<file path="config.mk">
export PLATFORM = sky130hd
export DESIGN_NAME = mult_seq
export DESIGN_NICKNAME = d
export VERILOG_FILES = /design/src/rtl/mult_seq.sv
export SDC_FILE = /design/constraint.sdc
export NUM_CORES = 1
export LEC_CHECK = 0
export ABC_CLOCK_PERIOD_IN_PS = 6400
export CAP_MARGIN = 20
export CORE_ASPECT_RATIO = 0.8
export CORE_MARGIN = 5
export CORE_UTILIZATION = 30
export DETAILED_ROUTE_END_ITERATION = 8
export GPL_TIMING_DRIVEN = 0
export SLEW_MARGIN = 40
export SYNTH_ARGS = -nofsm -noshare
export SYNTH_HDL_FRONTEND = slang
export SYNTH_SLANG_ARGS = --single-unit
</file>
<file path="constraint.sdc">
create_clock -name clk -period 6.4 [get_ports clk]
set_input_delay 1.28 -clock clk [delete_from_list [all_inputs] [get_ports clk]]
set_output_delay 1.28 -clock clk [all_outputs]
set_load 0.05 [all_outputs]
</file>
<file path="src/rtl/mult_seq.sv">
// Sequential shift-add multiplier: one partial-product step per clock,
// unsigned or two's-complement operands, 2*WIDTH-bit registered result.
module mult_seq #(
  parameter int WIDTH = 32
) (
  input  logic                 clk,
  input  logic                 reset_n,
  input  logic                 start,
  input  logic                 sign_mode,
  input  logic                 clear,
  input  logic [WIDTH-1:0]     a,
  input  logic [WIDTH-1:0]     b,
  output logic                 busy,
  output logic                 done,
  output logic [2*WIDTH-1:0]   z,
  output logic                 zero
);

  localparam int CW = $clog2(WIDTH + 1);

  typedef enum logic [1:0] {IDLE, CALC, DONE} state_t;

  state_t               state;
  logic                 neg;
  logic [2*WIDTH-1:0]   mcand;
  logic [2*WIDTH-1:0]   acc;
  logic [WIDTH-1:0]     mplier;
  logic [CW-1:0]        cnt;
  logic [WIDTH-1:0]     a_mag;
  logic [WIDTH-1:0]     b_mag;

  // Magnitude of the most-negative value is 2^(WIDTH-1), which still fits
  // in WIDTH unsigned bits, so the shift-add core stays purely unsigned.
  always_comb begin
    a_mag = (sign_mode && a[WIDTH-1]) ? (~a + 1'b1) : a;
    b_mag = (sign_mode && b[WIDTH-1]) ? (~b + 1'b1) : b;
  end

  assign zero = (z == '0);

  always_ff @(posedge clk or negedge reset_n) begin
    if (!reset_n) begin
      state  <= IDLE;
      busy   <= 1'b0;
      done   <= 1'b0;
      z      <= '0;
      neg    <= 1'b0;
      mcand  <= '0;
      acc    <= '0;
      mplier <= '0;
      cnt    <= '0;
    end else begin
      done <= 1'b0;
      case (state)
        IDLE: begin
          if (start) begin
            neg    <= sign_mode & (a[WIDTH-1] ^ b[WIDTH-1]);
            mcand  <= {{WIDTH{1'b0}}, a_mag};
            mplier <= b_mag;
            acc    <= '0;
            cnt    <= '0;
            busy   <= 1'b1;
            state  <= CALC;
          end
        end
        CALC: begin
          if (clear) begin
            busy  <= 1'b0;
            state <= IDLE;
          end else begin
            if (mplier[0]) acc <= acc + mcand;
            mplier <= mplier >> 1;
            mcand  <= mcand << 1;
            cnt    <= cnt + 1'b1;
            if (cnt == CW'(WIDTH - 1)) state <= DONE;
          end
        end
        DONE: begin
          if (!clear) begin
            z    <= neg ? (~acc + 1'b1) : acc;
            done <= 1'b1;
          end
          busy  <= 1'b0;
          state <= IDLE;
        end
        default: begin
          busy  <= 1'b0;
          state <= IDLE;
        end
      endcase
    end
  end

endmodule

</file>
# After elaboration in Yosys (flattened, before gate mapping)
# Index checks and enable logic that the tools add are counted.
[op_classes]
bitwise = 6
n_eq_ne = 8
mux = 25
reduce_logical = 11
n_addsub = 5
[ops]
columns = ["op", "n"]
rows = [
  ["$mux W64", 6],
  ["$pmux W64 S2", 2],
  ["$mux W32", 4],
  ["$add A32 B1 Y32 const B", 2],
  ["$add A64 B1 Y64 const B", 1],
  ["$add A64 B64 Y64", 1],
  ["$logic_not A64 Y1", 1],
  ["$not A32 Y32", 2],
  ["$not A64 Y64", 1],
  ["$pmux W32 S2", 1],
  ["$mux W6", 2],
  ["$pmux W6 S2", 1],
  ["$ne A2 B2 Y1 const B", 4],
  ["$reduce_and A2 Y1", 4],
  ["$add A6 B1 Y6 const B", 1],
  ["$eq A6 B5 Y1 const B", 1],
  ["$mux W2", 3],
  ["$mux W1", 4],
  ["$pmux W2 S2", 1],
  ["$reduce_and A4 Y1", 1],
  ["$ne A3 B3 Y1 const B", 1],
  ["$reduce_and A3 Y1", 1],
  ["$eq A2 B1 Y1 const B", 1],
  ["$eq A2 B2 Y1 const B", 1],
  ["other kinds (7)", 8],
]
[word_totals]
word_cells = 64
out_inout_bits = 67
regBits = 235
input_bits = 69

# Longest topological paths before layout
# Gate-level depths: netlist of the first run.
[depth]
depth_word = 5
ltp_mapped = 13
mapped_depth_nobuf = 13

# Least setup slack after synthesis of the first run
# OpenSTA, ideal clock, no wires.
[synth_timing]
path_type = "register -> output"
startpoint = "reg z[32]"
endpoint = "out zero"
path_slack_ns = 2.567
arrival_time_ns = 2.553
required_time_ns = 5.120
stages_incl_launch_ff = 4
path_buffers = 0
cell_sequence = "dfrtp_1 nor4_1 nand4_1 nor4_1"
[synth_between]
elab_chain_cells = 1
[synth_lines]
columns = ["element", "line", "rtl"]
rows = [
  ["from (decl)", "15", "output logic [2*WIDTH-1:0] z,"],
  ["from (signal assigned)", "80", "z <= neg ? (~acc + 1'b1) : acc;"],
  ["$logic_not A64 Y1", "39", "assign zero = (z == '0);"],
  ["to (decl)", "16", "output logic zero"],
]
# Every way passes these cells.

# Worst setup path after layout of the first run
[layout_timing]
startpoint = "reg acc[0]"
endpoint = "reg acc[60]"
[layout_between]
elab_chain_cells = 4
[layout_lines]
columns = ["element", "line", "rtl"]
rows = [
  ["from (decl)", "26", "logic [2*WIDTH-1:0] acc;"],
  ["from (signal assigned)", "71", "if (mplier[0]) acc <= acc + mcand;"],
  ["$add A64 B64 Y64", "71", ""],
  ["$mux W64", "71", ""],
  ["$mux W64", "67", "if (clear) begin"],
  ["$pmux W64 S2", "54", "case (state)"],
]
# Every way passes these cells. The select of a mux whose other input is x is not followed.
# A chain may end at the register's enable or synchronous reset.

==> results of run 1 <==
## metrics by stage
step	worst slack (ns)	area, um2	instances	util, %	hold slack (ns)
final	1.769	18790	2767	36.70	0.4826
after global placement	-5.974	17790	2716	34.74	0.4620
after CTS	1.787	18790	2767	36.70	0.4856
after detailed placement	1.601	17890	2719	34.94	0.4708
after global routing	1.448	18790	2767	36.70	0.5085
after floorplan	2.567	15580	1897	-	0.4447
## power by group through the flow
stage | logic (mW) | registers [mW] | clock network (mW)
floorplan | 1.57 | 1.94 | 0
finish | 2.20 | 2.09 | 1.57
global route | 2.45 | 2.12 | 1.66
global placement | 2.13 | 2.09 | 0
detailed placement | 2.16 | 2.10 | 0
CTS | 2.18 | 2.08 | 1.60
## per-layer routing
| layer | GRT usage, % | up-vias | share of wire (%) |
|---|---|---|---|
| li1 | - | 7161 | - |
| met1 | 26.59 | 7163 | 50 |
| met2 | 26.57 | 446 | 41 |
| met3 | 3.384 | 73 | 7.2 |
| met4 | 3.568 | 6 | 1.9 |
| met5 | 0 | - | 0.078 |
## state kept, by name, indices dropped and copies added, names as in the netlist
signal,count
done,1
z,64
state,2
cnt,6
acc,64
mplier,32
neg,1
mcand,64
busy,1
## tightest hold or removal path: cells and delay by family (launching register included)
kind            cells  cell delay, ns
compound gates      1            0.06
simple gates        1            0.05
flops               1            0.34
## logic make-up after synthesis
logic type,after synthesis
flip-flops,235
XOR/XNOR,172
multiplexers,9
AND/OR/NAND/NOR,678
buffers and inverters,137
adder cells (fa/ha/maj),68
AO/OA/AOI/OAI,598
## placed cells by master, fill, tap and decap left out, types with 27 or more instances in the layout
master	instances
nand2_1	245
dfrtp_1	235
a21oi_1	213
nor2_1	191
o21ai_0	185
clkdlybuf4s50_1	134
xor2_1	120
clkbuf_1	111
ha_1	67
xnor2_1	52
a21o_1	43
nand3_1	41
nor4_1	36
nand4_1	33
o31ai_1	29
nor3_1	27
clkbuf_16	27
## final cells by class
| class | count | area, um2 |
|---|---|---|
| plain buffers | 113 | 424.2 |
| clock buffers | 39 | 800.8 |
| clock inverters | 9 | 100.1 |
| fillers | 5258 | 32410 |
| inverters | 24 | 90.09 |
| multi-input cells | 1525 | 9199 |
| flip-flops and latches | 235 | 5881 |
| well taps | 684 | 855.8 |
| repair buffers | 138 | 1439 |
## path summary, 6_finish.rpt
kind	depth (start not counted)	endpoint	start	slack (ns)
max	13	acc[60]	acc[0]	1.77
min	2	mplier[16]	mplier[16]	0.48
max reg2reg	13	acc[60]	acc[0]	1.77
min reg2reg	2	mplier[16]	mplier[16]	0.48
max in group asynchronous	3	z[32]	reset_n	4.74
min in group asynchronous	1	mcand[53]	reset_n	0.68
==> flow_results.xml, run 1 <==
<?xml version="1.0" encoding="UTF-8"?>
<metrics>
  <group name="outcome">
    <metric name="status" unit="">complete, no violations</metric>
  </group>
  <group name="route">
    <metric name="total_via_count_after_detailed_routing" unit="">14850</metric>
    <metric name="drt-initial-drc-count" unit="">1098</metric>
    <metric name="wl_per_cell" unit="um">18.48</metric>
    <metric name="drt-pass1-iter-count" unit="">5</metric>
    <metric name="ant_nets" unit="">0</metric>
    <metric name="remaining_drc_errors" unit="">0</metric>
    <metric name="drt-total-wl" unit="mm">51.14</metric>
    <metric name="via_per_inst" unit="">5.366</metric>
  </group>
  <group name="synthesis">
    <metric name="synth-warning-count" unit="">0</metric>
    <metric name="synth_compound_gate_area_share" unit="%">22.84</metric>
    <metric name="postSynthRegisterBits" unit="">235</metric>
    <metric name="synth.avg_cell_area" unit="um2">8.212</metric>
    <metric name="synthFlopType" unit="">dfrtp_1</metric>
    <metric name="synth-async-reset-ratio" unit="%">100.0</metric>
    <metric name="synthesis.area" unit="um2">15580</metric>
    <metric name="post_synth_num_cell_types" unit="">64</metric>
    <metric name="syn_inst" unit="">1897</metric>
    <metric name="synth_mux_area_share" unit="%">0.6024</metric>
    <metric name="synth.net_count" unit="">2034</metric>
    <metric name="post_synth_main_area_contributors" unit="">dfrtp_1, a21oi_1, xor2_1</metric>
    <metric name="synth_enable_flop_cells" unit="">0</metric>
    <metric name="seq_area_frac_synth" unit="%">37.75</metric>
    <metric name="synth_top_area_cell" unit="">dfrtp_1</metric>
    <metric name="synthXorXnorAreaFrac" unit="%">9.670</metric>
    <metric name="synthSimpleGateAreaFrac" unit="%">20.33</metric>
    <metric name="synth.top_cell.area_share" unit="%">37.75</metric>
    <metric name="synth_fa_ha_area_share" unit="%">5.510</metric>
    <metric name="combinational_family_with_the_most_area_after_synthesis" unit="">compound AO/OA/AOI/OAI gates</metric>
    <metric name="synthMostInstantiatedCell" unit="">nand2_1</metric>
    <metric name="post_synth_most_frequent_cells" unit="">nand2_1, dfrtp_1, a21oi_1</metric>
  </group>
  <group name="floorplan">
    <metric name="ios" unit="">136</metric>
    <metric name="die_width" unit="um">264.8</metric>
    <metric name="rows" unit="">74</metric>
    <metric name="die_height" unit="um">213.8</metric>
    <metric name="dieArea" unit="um2">56610</metric>
    <metric name="floorplan.core_area" unit="um2">51200</metric>
    <metric name="floorplan.initialDensity" unit="%">30.43</metric>
  </group>
  <group name="setup_path">
    <metric name="path_class" unit="">reg2reg</metric>
    <metric name="critPathMaxStageDelay" unit="ns">0.70</metric>
    <metric name="data_required_time_at_the_worst_endpoint" unit="ns">6.84</metric>
    <metric name="timing.critical_path.fanout_max" unit="">8</metric>
    <metric name="worst_path_dominant_cell_family" unit="">compound AO/OA/AOI/OAI gates</metric>
    <metric name="path_cells" unit="">ha_1 -&gt; inv_1 -&gt; fa_1 -&gt; nor2b_1 -&gt; o2111ai_1 -&gt; a31oi_1 -&gt; a221oi_1 -&gt; o21ai_0 -&gt; a31oi_1 -&gt; o31ai_1 -&gt; a41oi_1 -&gt; mux2i_1 -&gt; nand2_1</metric>
    <metric name="worstSetupEndpointType" unit="">register</metric>
    <metric name="crit_arrival" unit="ns">5.07</metric>
    <metric name="worstPathBufferInverterCount" unit="">1</metric>
    <metric name="timing.critical_path.mode_cell" unit="">a31oi_1</metric>
    <metric name="cp_slowest_cell" unit="">o21ai_0</metric>
    <metric name="cp-start-kind" unit="">register</metric>
  </group>
  <group name="power_and_ir_drop">
    <metric name="intPower" unit="mW">3.474</metric>
    <metric name="power_frac_seq" unit="%">35.7</metric>
    <metric name="comb_power_share" unit="%">37.5</metric>
    <metric name="p_sw" unit="mW">2.385</metric>
    <metric name="p_per_area" unit="nW/um2">311.8</metric>
    <metric name="switching_share" unit="%">40.71</metric>
    <metric name="total_power" unit="mW">5.859</metric>
    <metric name="max-vdd-ir-drop" unit="mV">0.1806</metric>
    <metric name="clockPowerShare" unit="%">26.8</metric>
    <metric name="total_leakage_power" unit="nW">8.100</metric>
  </group>
  <group name="timing">
    <metric name="drv_slew" unit="">0</metric>
    <metric name="hold_violations" unit="">0</metric>
    <metric name="finalSetupViolations" unit="">0</metric>
    <metric name="timing.clock.skew" unit="ns">0.02686</metric>
    <metric name="grt_setup_unrepaired" unit="">no</metric>
    <metric name="timing.fmax" unit="GHz">0.2159</metric>
    <metric name="timing.slew.headroom" unit="%">45.22</metric>
    <metric name="worst-slew-pin-transition" unit="ns">0.8131</metric>
    <metric name="layout_min_cycle_time" unit="ns">4.631</metric>
    <metric name="setup_total_negative_slack" unit="ns">0</metric>
    <metric name="min_period_over_period" unit="%">72.36</metric>
  </group>
  <group name="place">
    <metric name="post-dp-hpwl" unit="mm">40.46</metric>
    <metric name="gp_congestion" unit="">0.9258</metric>
    <metric name="port_buffers" unit="">135</metric>
  </group>
  <group name="clock_network">
    <metric name="post_cts_buffers" unit="">0</metric>
    <metric name="post_cts_resized" unit="">0</metric>
    <metric name="cts_root_buffer" unit="">clkbuf_16</metric>
    <metric name="cts-root-to-sink-buffers" unit="">3</metric>
    <metric name="worst_setup_hold_path_clk_slew" unit="ns">0.06</metric>
    <metric name="clock_tree_from_tritoncts" unit="">done</metric>
    <metric name="clkSinkCount" unit="">235</metric>
    <metric name="number_of_h_tree_branching_levels" unit="">1</metric>
    <metric name="cts_made_buffers" unit="">26</metric>
    <metric name="cts_hold_buf" unit="">0</metric>
    <metric name="clk_latency" unit="ns">0.56</metric>
  </group>
  <group name="global_route">
    <metric name="grt_first_pass_wirelength" unit="mm">81.21</metric>
    <metric name="grt_start_max_net_pins" unit="">63</metric>
    <metric name="gr-usage-all-layers" unit="%">17.66</metric>
    <metric name="antenna_found_initial" unit="">3</metric>
    <metric name="via_count_of_the_first_global_routing_pass" unit="">14490</metric>
    <metric name="total_grt_overflow" unit="">0</metric>
  </group>
  <group name="final_layout">
    <metric name="antenna-diode-count" unit="">0</metric>
    <metric name="fraction_of_final_layout_cells_sized_beyond_drive_strength_1" unit="%">3.649</metric>
    <metric name="layout-area-overhead-vs-synth" unit="%">20.61</metric>
    <metric name="final_nets" unit="">2200</metric>
  </group>
  <group name="job">
    <metric name="max-cap-violations" unit="">0</metric>
  </group>
  <group name="worst_hold_path">
    <metric name="worst_hold_path_type" unit="">reg2reg</metric>
  </group>
</metrics>
(Power assumes the default switching activity.)
==> run 2, diff against run 1 <==
Settings changed: ABC_CLOCK_PERIOD_IN_PS 6400 to 4400.
Clock period 6.4 ns to 4.4 ns, I/O delays scaled along.
==> flow_results.xml, run 2 (synthesized netlist as in run 1, its figures left out) <==
<?xml version="1.0" encoding="UTF-8"?>
<metrics>
  <group name="final_layout">
    <metric name="layout-area-overhead-vs-synth" unit="%">20.66</metric>
    <metric name="most_common_cell_after_layout_fill_and_taps_aside" unit="">nand2_1</metric>
    <metric name="fraction_of_final_layout_cells_sized_beyond_drive_strength_1" unit="%">3.745</metric>
    <metric name="antenna-diode-count" unit="">0</metric>
    <metric name="final_nets" unit="">2200</metric>
    <metric name="layout.cells.most_common_list" unit="">nand2_1, dfrtp_1, a21oi_1</metric>
    <metric name="largest_registers" unit="">acc (64), mcand (64), z (64)</metric>
  </group>
  <group name="setup_path">
    <metric name="rrSetupSlack" unit="ns">0.37</metric>
    <metric name="worstSetupEndpointType" unit="">register</metric>
    <metric name="cp-start-kind" unit="">register</metric>
    <metric name="path_class" unit="">reg2reg</metric>
    <metric name="data_required_time_at_the_worst_endpoint" unit="ns">4.84</metric>
    <metric name="timing.critical_path.fanout_max" unit="">8</metric>
    <metric name="r2r-end" unit="">acc[57]</metric>
    <metric name="crit_arrival" unit="ns">4.47</metric>
    <metric name="timing.reg2reg.worst_path_depth" unit="">13</metric>
    <metric name="rr_startpoint" unit="">acc[19]</metric>
  </group>
  <group name="route">
    <metric name="drt-initial-drc-count" unit="">1164</metric>
    <metric name="dr_top_layer" unit="">met5</metric>
    <metric name="remaining_drc_errors" unit="">0</metric>
    <metric name="route.met2.wl" unit="mm">21.14</metric>
    <metric name="wl_per_cell" unit="um">18.52</metric>
    <metric name="met3_wirelength" unit="mm">3.913</metric>
    <metric name="via_per_inst" unit="">5.368</metric>
    <metric name="route.layer.met1.wl" unit="mm">25.16</metric>
    <metric name="total_via_count_after_detailed_routing" unit="">14850</metric>
    <metric name="ant_nets" unit="">0</metric>
    <metric name="drt-pass1-iter-count" unit="">5</metric>
    <metric name="drt-total-wl" unit="mm">51.25</metric>
  </group>
  <group name="worst_hold_path">
    <metric name="worst_hold_path_type" unit="">in2async</metric>
  </group>
  <group name="global_route">
    <metric name="via_count_of_the_first_global_routing_pass" unit="">14490</metric>
    <metric name="gr-usage-all-layers" unit="%">17.66</metric>
    <metric name="grt_first_pass_wirelength" unit="mm">81.21</metric>
    <metric name="grt_start_max_net_pins" unit="">63</metric>
    <metric name="total_grt_overflow" unit="">0</metric>
    <metric name="antenna_found_initial" unit="">3</metric>
  </group>
  <group name="floorplan">
    <metric name="die_width" unit="um">264.8</metric>
    <metric name="ios" unit="">136</metric>
    <metric name="die_height" unit="um">213.8</metric>
    <metric name="rows" unit="">74</metric>
    <metric name="floorplan.initialDensity" unit="%">30.43</metric>
    <metric name="floorplan.core_area" unit="um2">51200</metric>
    <metric name="dieArea" unit="um2">56610</metric>
  </group>
  <group name="timing">
    <metric name="timing.fmax" unit="GHz">0.2480</metric>
    <metric name="layout_min_cycle_time" unit="ns">4.033</metric>
    <metric name="postLayoutSetupSlackWorst" unit="ns">0.3673</metric>
    <metric name="worst-slew-pin-transition" unit="ns">0.8657</metric>
    <metric name="timing.clock.skew" unit="ns">0.02766</metric>
    <metric name="min_period_over_period" unit="%">91.65</metric>
    <metric name="timing.slew.headroom" unit="%">42.28</metric>
    <metric name="finalSetupViolations" unit="">0</metric>
    <metric name="setup_total_negative_slack" unit="ns">0</metric>
    <metric name="grt_setup_unrepaired" unit="">no</metric>
    <metric name="hold_violations" unit="">0</metric>
    <metric name="drv_slew" unit="">0</metric>
  </group>
  <group name="outcome">
    <metric name="status" unit="">complete, no violations</metric>
  </group>
  <group name="clock_network">
    <metric name="number_of_h_tree_branching_levels" unit="">1</metric>
    <metric name="worst_setup_hold_path_clk_slew" unit="ns">0.06</metric>
    <metric name="cts_root_buffer" unit="">clkbuf_16</metric>
    <metric name="clock_tree_from_tritoncts" unit="">done</metric>
    <metric name="cts_made_buffers" unit="">26</metric>
    <metric name="post_cts_buffers" unit="">0</metric>
    <metric name="cts-root-to-sink-buffers" unit="">3</metric>
    <metric name="clkSinkCount" unit="">235</metric>
    <metric name="cts_hold_buf" unit="">0</metric>
    <metric name="clk_latency" unit="ns">0.56</metric>
  </group>
  <group name="place">
    <metric name="gp_congestion" unit="">0.9258</metric>
    <metric name="port_buffers" unit="">135</metric>
    <metric name="post-dp-hpwl" unit="mm">40.46</metric>
    <metric name="dp_worst_setup_slack" unit="ns">-0.1895</metric>
  </group>
  <group name="power_and_ir_drop">
    <metric name="p_per_area" unit="nW/um2">453.6</metric>
    <metric name="max-vdd-ir-drop" unit="mV">0.2623</metric>
    <metric name="total_power" unit="mW">8.526</metric>
    <metric name="total_leakage_power" unit="nW">8.103</metric>
  </group>
  <group name="job">
    <metric name="max-cap-violations" unit="">0</metric>
  </group>
</metrics>
## run 2: cell types whose count changed in the layout (fill, tap and decap cells not counted)
cell / change
o21ai_0: -1
o21ai_2: +1
o31ai_1: -1
o31ai_2: +1
## run 2: metal layers
layer  vias up  GRT usage (%)
met4         6          3.568
met1      7157          26.59
met3        72          3.384
met5         -              0
li1       7169              -
met2       450          26.57
## run 2: worst max path at each step
stage	start	endpoint	slack, ns	cells after the start
finish	acc[19]	acc[57]	0.37	13
global route	acc[23]	acc[61]	0.03	12
CTS	acc[0]	acc[60]	0.05	13
detailed placement	acc[0]	acc[60]	-0.19	13
global placement	reset_n	z[10]	-7.57	1
floorplan	acc[18]	z[63]	0.77	10
## run 2: power breakdown
part	switching, mW	total, mW	internal [mW]	leakage, nW
logic	2.02	3.20	1.19	4.54
clock network	0.912	2.28	1.37	0.443
registers	0.542	3.04	2.50	3.12
## run 2: timing repair
action | in CTS | in global routing
setup endpoints to repair | 2 | 3
gates resized for setup | 1 | 2
endpoints found under the hold margin | 0 | 0
## run 2: metrics by stage
step	cells	area (um2)	util, %	hold WS (ns)
2_1_floorplan	1897	15580	-	0.4447
3_3_place_gp	2716	17790	34.74	0.4620
3_5_place_dp	2719	17890	34.94	0.4708
4_1_cts	2767	18790	36.70	0.2803
5_1_grt	2767	18800	36.71	0.3023
6_report	2767	18800	36.71	0.2673
## run 2: final cells by class
| cell class | instances | area, um2 |
|---|---|---|
| Inverter | 24 | 90.09 |
| Multi-Input combinational cell | 1525 | 9208 |
| Sequential cell | 235 | 5881 |
| Timing Repair Buffer | 138 | 1439 |
| Clock buffer | 39 | 800.8 |
| Buffer | 113 | 424.2 |
| Fill cell | 5257 | 32400 |
| Clock inverter | 9 | 100.1 |
| Tap cell | 684 | 855.8 |
## run 2: worst max-delay path: stages (launching register included)
cell       delay [ns]
dfrtp_1          0.52
ha_1             0.34
clkbuf_1         0.30
and4_1           0.24
clkbuf_1         0.24
and4_1           0.25
nand3_1          0.07
a2111oi_0        0.38
nor3_1           0.21
nor2b_1          0.21
o21ai_0          0.59
a21o_1           0.25
nor2_1           0.06
a211o_1          0.26
==> run 3, diff against run 2 <==
Settings changed: ABC_CLOCK_PERIOD_IN_PS 4400 to 4260.
Clock period 4.4 ns to 4.26 ns, I/O delays scaled along.
==> flow_results.xml, run 3 (synthesized netlist as in run 1, its figures left out) <==
<?xml version="1.0" encoding="UTF-8"?>
<metrics>
  <group name="timing">
    <metric name="worst-slew-pin-transition" unit="ns">0.8204</metric>
    <metric name="drv_slew" unit="">0</metric>
    <metric name="timing.clock.skew" unit="ns">0.02665</metric>
    <metric name="timing.slew.headroom" unit="%">45.30</metric>
    <metric name="grt_setup_unrepaired" unit="">no</metric>
    <metric name="min_period_over_period" unit="%">94.08</metric>
    <metric name="timing.fmax" unit="GHz">0.2495</metric>
    <metric name="finalHoldWorstSlack" unit="ns">0.2440</metric>
    <metric name="finalSetupViolations" unit="">0</metric>
    <metric name="layout_min_cycle_time" unit="ns">4.008</metric>
    <metric name="hold_violations" unit="">0</metric>
  </group>
  <group name="final_layout">
    <metric name="final_nets" unit="">2200</metric>
    <metric name="layout.cells.most_common_list" unit="">nand2_1, dfrtp_1, a21oi_1</metric>
    <metric name="antenna-diode-count" unit="">0</metric>
    <metric name="fraction_of_final_layout_cells_sized_beyond_drive_strength_1" unit="%">3.841</metric>
    <metric name="most_common_cell_after_layout_fill_and_taps_aside" unit="">nand2_1</metric>
    <metric name="layout-area-overhead-vs-synth" unit="%">20.74</metric>
    <metric name="final_core_utilization" unit="%">36.74</metric>
    <metric name="largest_registers" unit="">acc (64), mcand (64), z (64)</metric>
    <metric name="final-instance-count-excl-fill" unit="">2767</metric>
    <metric name="post_route_standard_cell_area_excluding_fillers" unit="um2">18810</metric>
    <metric name="fill_cells" unit="">5256</metric>
  </group>
  <group name="power_and_ir_drop">
    <metric name="p_per_area" unit="nW/um2">468.4</metric>
    <metric name="switching_share" unit="%">40.73</metric>
    <metric name="intPower" unit="mW">5.222</metric>
    <metric name="max-vdd-ir-drop" unit="mV">0.2714</metric>
    <metric name="clockPowerShare" unit="%">26.8</metric>
    <metric name="p_sw" unit="mW">3.589</metric>
    <metric name="total_power" unit="mW">8.811</metric>
    <metric name="total_leakage_power" unit="nW">8.104</metric>
    <metric name="power_frac_seq" unit="%">35.7</metric>
    <metric name="comb_power_share" unit="%">37.6</metric>
  </group>
  <group name="clock_network">
    <metric name="cts-root-to-sink-buffers" unit="">3</metric>
    <metric name="cts_root_buffer" unit="">clkbuf_16</metric>
    <metric name="number_of_h_tree_branching_levels" unit="">1</metric>
    <metric name="clk_latency" unit="ns">0.55</metric>
    <metric name="worst_setup_hold_path_clk_slew" unit="ns">0.06</metric>
    <metric name="cts_made_buffers" unit="">26</metric>
    <metric name="cts_hold_buf" unit="">0</metric>
    <metric name="clkSinkCount" unit="">235</metric>
    <metric name="clock_tree_from_tritoncts" unit="">done</metric>
  </group>
  <group name="floorplan">
    <metric name="ios" unit="">136</metric>
    <metric name="rows" unit="">74</metric>
    <metric name="dieArea" unit="um2">56610</metric>
    <metric name="floorplan.initialDensity" unit="%">30.43</metric>
    <metric name="floorplan.core_area" unit="um2">51200</metric>
    <metric name="die_width" unit="um">264.8</metric>
    <metric name="die_height" unit="um">213.8</metric>
  </group>
  <group name="worst_hold_path">
    <metric name="worst_hold_path_type" unit="">in2async</metric>
  </group>
  <group name="setup_path">
    <metric name="rr_startpoint" unit="">acc[26]</metric>
    <metric name="crit_arrival" unit="ns">4.42</metric>
    <metric name="path_cells" unit="">or4_1 -&gt; nor4_4 -&gt; nand4_2 -&gt; or4_4 -&gt; or3_4 -&gt; or3_4 -&gt; or4_4 -&gt; o41ai_2 -&gt; xor2_1 -&gt; a21oi_1</metric>
    <metric name="worst_path_dominant_cell_family" unit="">simple AND/OR/NAND/NOR gates</metric>
    <metric name="cp_slowest_cell" unit="">or4_1</metric>
    <metric name="worstSetupEndpointType" unit="">register</metric>
    <metric name="path_class" unit="">reg2reg</metric>
    <metric name="cp-start-kind" unit="">register</metric>
    <metric name="critPathMaxStageDelay" unit="ns">0.65</metric>
    <metric name="worstPathBufferInverterCount" unit="">0</metric>
    <metric name="critical_path.startpoint" unit="">acc[26]</metric>
    <metric name="timing.critical_path.fanout_max" unit="">5</metric>
    <metric name="data_required_time_at_the_worst_endpoint" unit="ns">4.67</metric>
  </group>
  <group name="global_route">
    <metric name="total_grt_overflow" unit="">0</metric>
    <metric name="grt_start_max_net_pins" unit="">63</metric>
    <metric name="gr-usage-all-layers" unit="%">17.66</metric>
    <metric name="via_count_of_the_first_global_routing_pass" unit="">14490</metric>
    <metric name="antenna_found_initial" unit="">3</metric>
    <metric name="grt_first_pass_wirelength" unit="mm">81.23</metric>
  </group>
  <group name="place">
    <metric name="post-dp-hpwl" unit="mm">40.46</metric>
    <metric name="port_buffers" unit="">135</metric>
    <metric name="gp_congestion" unit="">0.9258</metric>
    <metric name="post-place-cells" unit="">2719</metric>
    <metric name="placed_area" unit="um2">17890</metric>
  </group>
  <group name="route">
    <metric name="via_per_inst" unit="">5.366</metric>
    <metric name="wl_per_cell" unit="um">18.52</metric>
    <metric name="drt-initial-drc-count" unit="">1148</metric>
    <metric name="drt-pass1-iter-count" unit="">5</metric>
    <metric name="ant_nets" unit="">0</metric>
    <metric name="drt-total-wl" unit="mm">51.24</metric>
    <metric name="total_via_count_after_detailed_routing" unit="">14850</metric>
    <metric name="remaining_drc_errors" unit="">0</metric>
  </group>
  <group name="job">
    <metric name="max-cap-violations" unit="">0</metric>
  </group>
  <group name="outcome">
    <metric name="status" unit="">complete, no violations</metric>
  </group>
</metrics>
[run 3: cell counts in the layout (fill, tap and decap cells not counted)]
No cell type changed its count.
[run 3: repair_timing]
action,in CTS,in global routing
setup endpoints to repair,3,7
resized for setup,2,4
buffers inserted,0,0
[run 3: final cells by class]
type                       instances  area [um2]  area share, %
timing repair buffer             138        1439          7.650
buffer                           113       424.2          2.255
inverter                          24       90.09         0.4789
multi-input combinational       1525        9219          49.01
sequential                       235        5881          31.26
clock buffer                      39       800.8          4.257
tap                              684       855.8          4.550
clock inverter                     9       100.1         0.5322
[run 3: power by group through the flow]
stage	logic [mW]	clock network, mW	registers, mW
global route	3.68	2.49	3.19
finish	3.31	2.36	3.14
floorplan	2.36	0	2.91
detailed placement	3.25	0	3.16
global placement	3.20	0	3.14
CTS	3.27	2.41	3.12
[run 3: worst paths after layout]
check,to,cells past startpoint,slack (ns)
hold reg to reg,mplier[16],2,0.48
min in group clk,mplier[16],2,0.48
setup reg to reg,z[63],10,0.25
hold / removal,mcand[52],1,0.24
setup / recovery,z[63],10,0.25
max in group asynchronous,z[32],3,3.03
[run 3: metrics by stage]
step | setup slack [ns] | setup TNS, ns
detailed placement | -0.3295 | -0.8562
CTS | 0.07587 | 0
finish | 0.2523 | 0
global placement | -7.686 | -1802.03
global route | 0.03745 | 0
floorplan | 0.6340 | 0
[run 3: per-layer routing]
| layer | vias up | GRT usage [%] | share of wire, % |
|---|---|---|---|
| met5 | - | 0 | 0.078 |
| met4 | 6 | 3.568 | 1.9 |
| met3 | 71 | 3.384 | 7.4 |
| met2 | 430 | 26.59 | 41 |
| met1 | 7177 | 26.59 | 49 |
| li1 | 7163 | - | - |
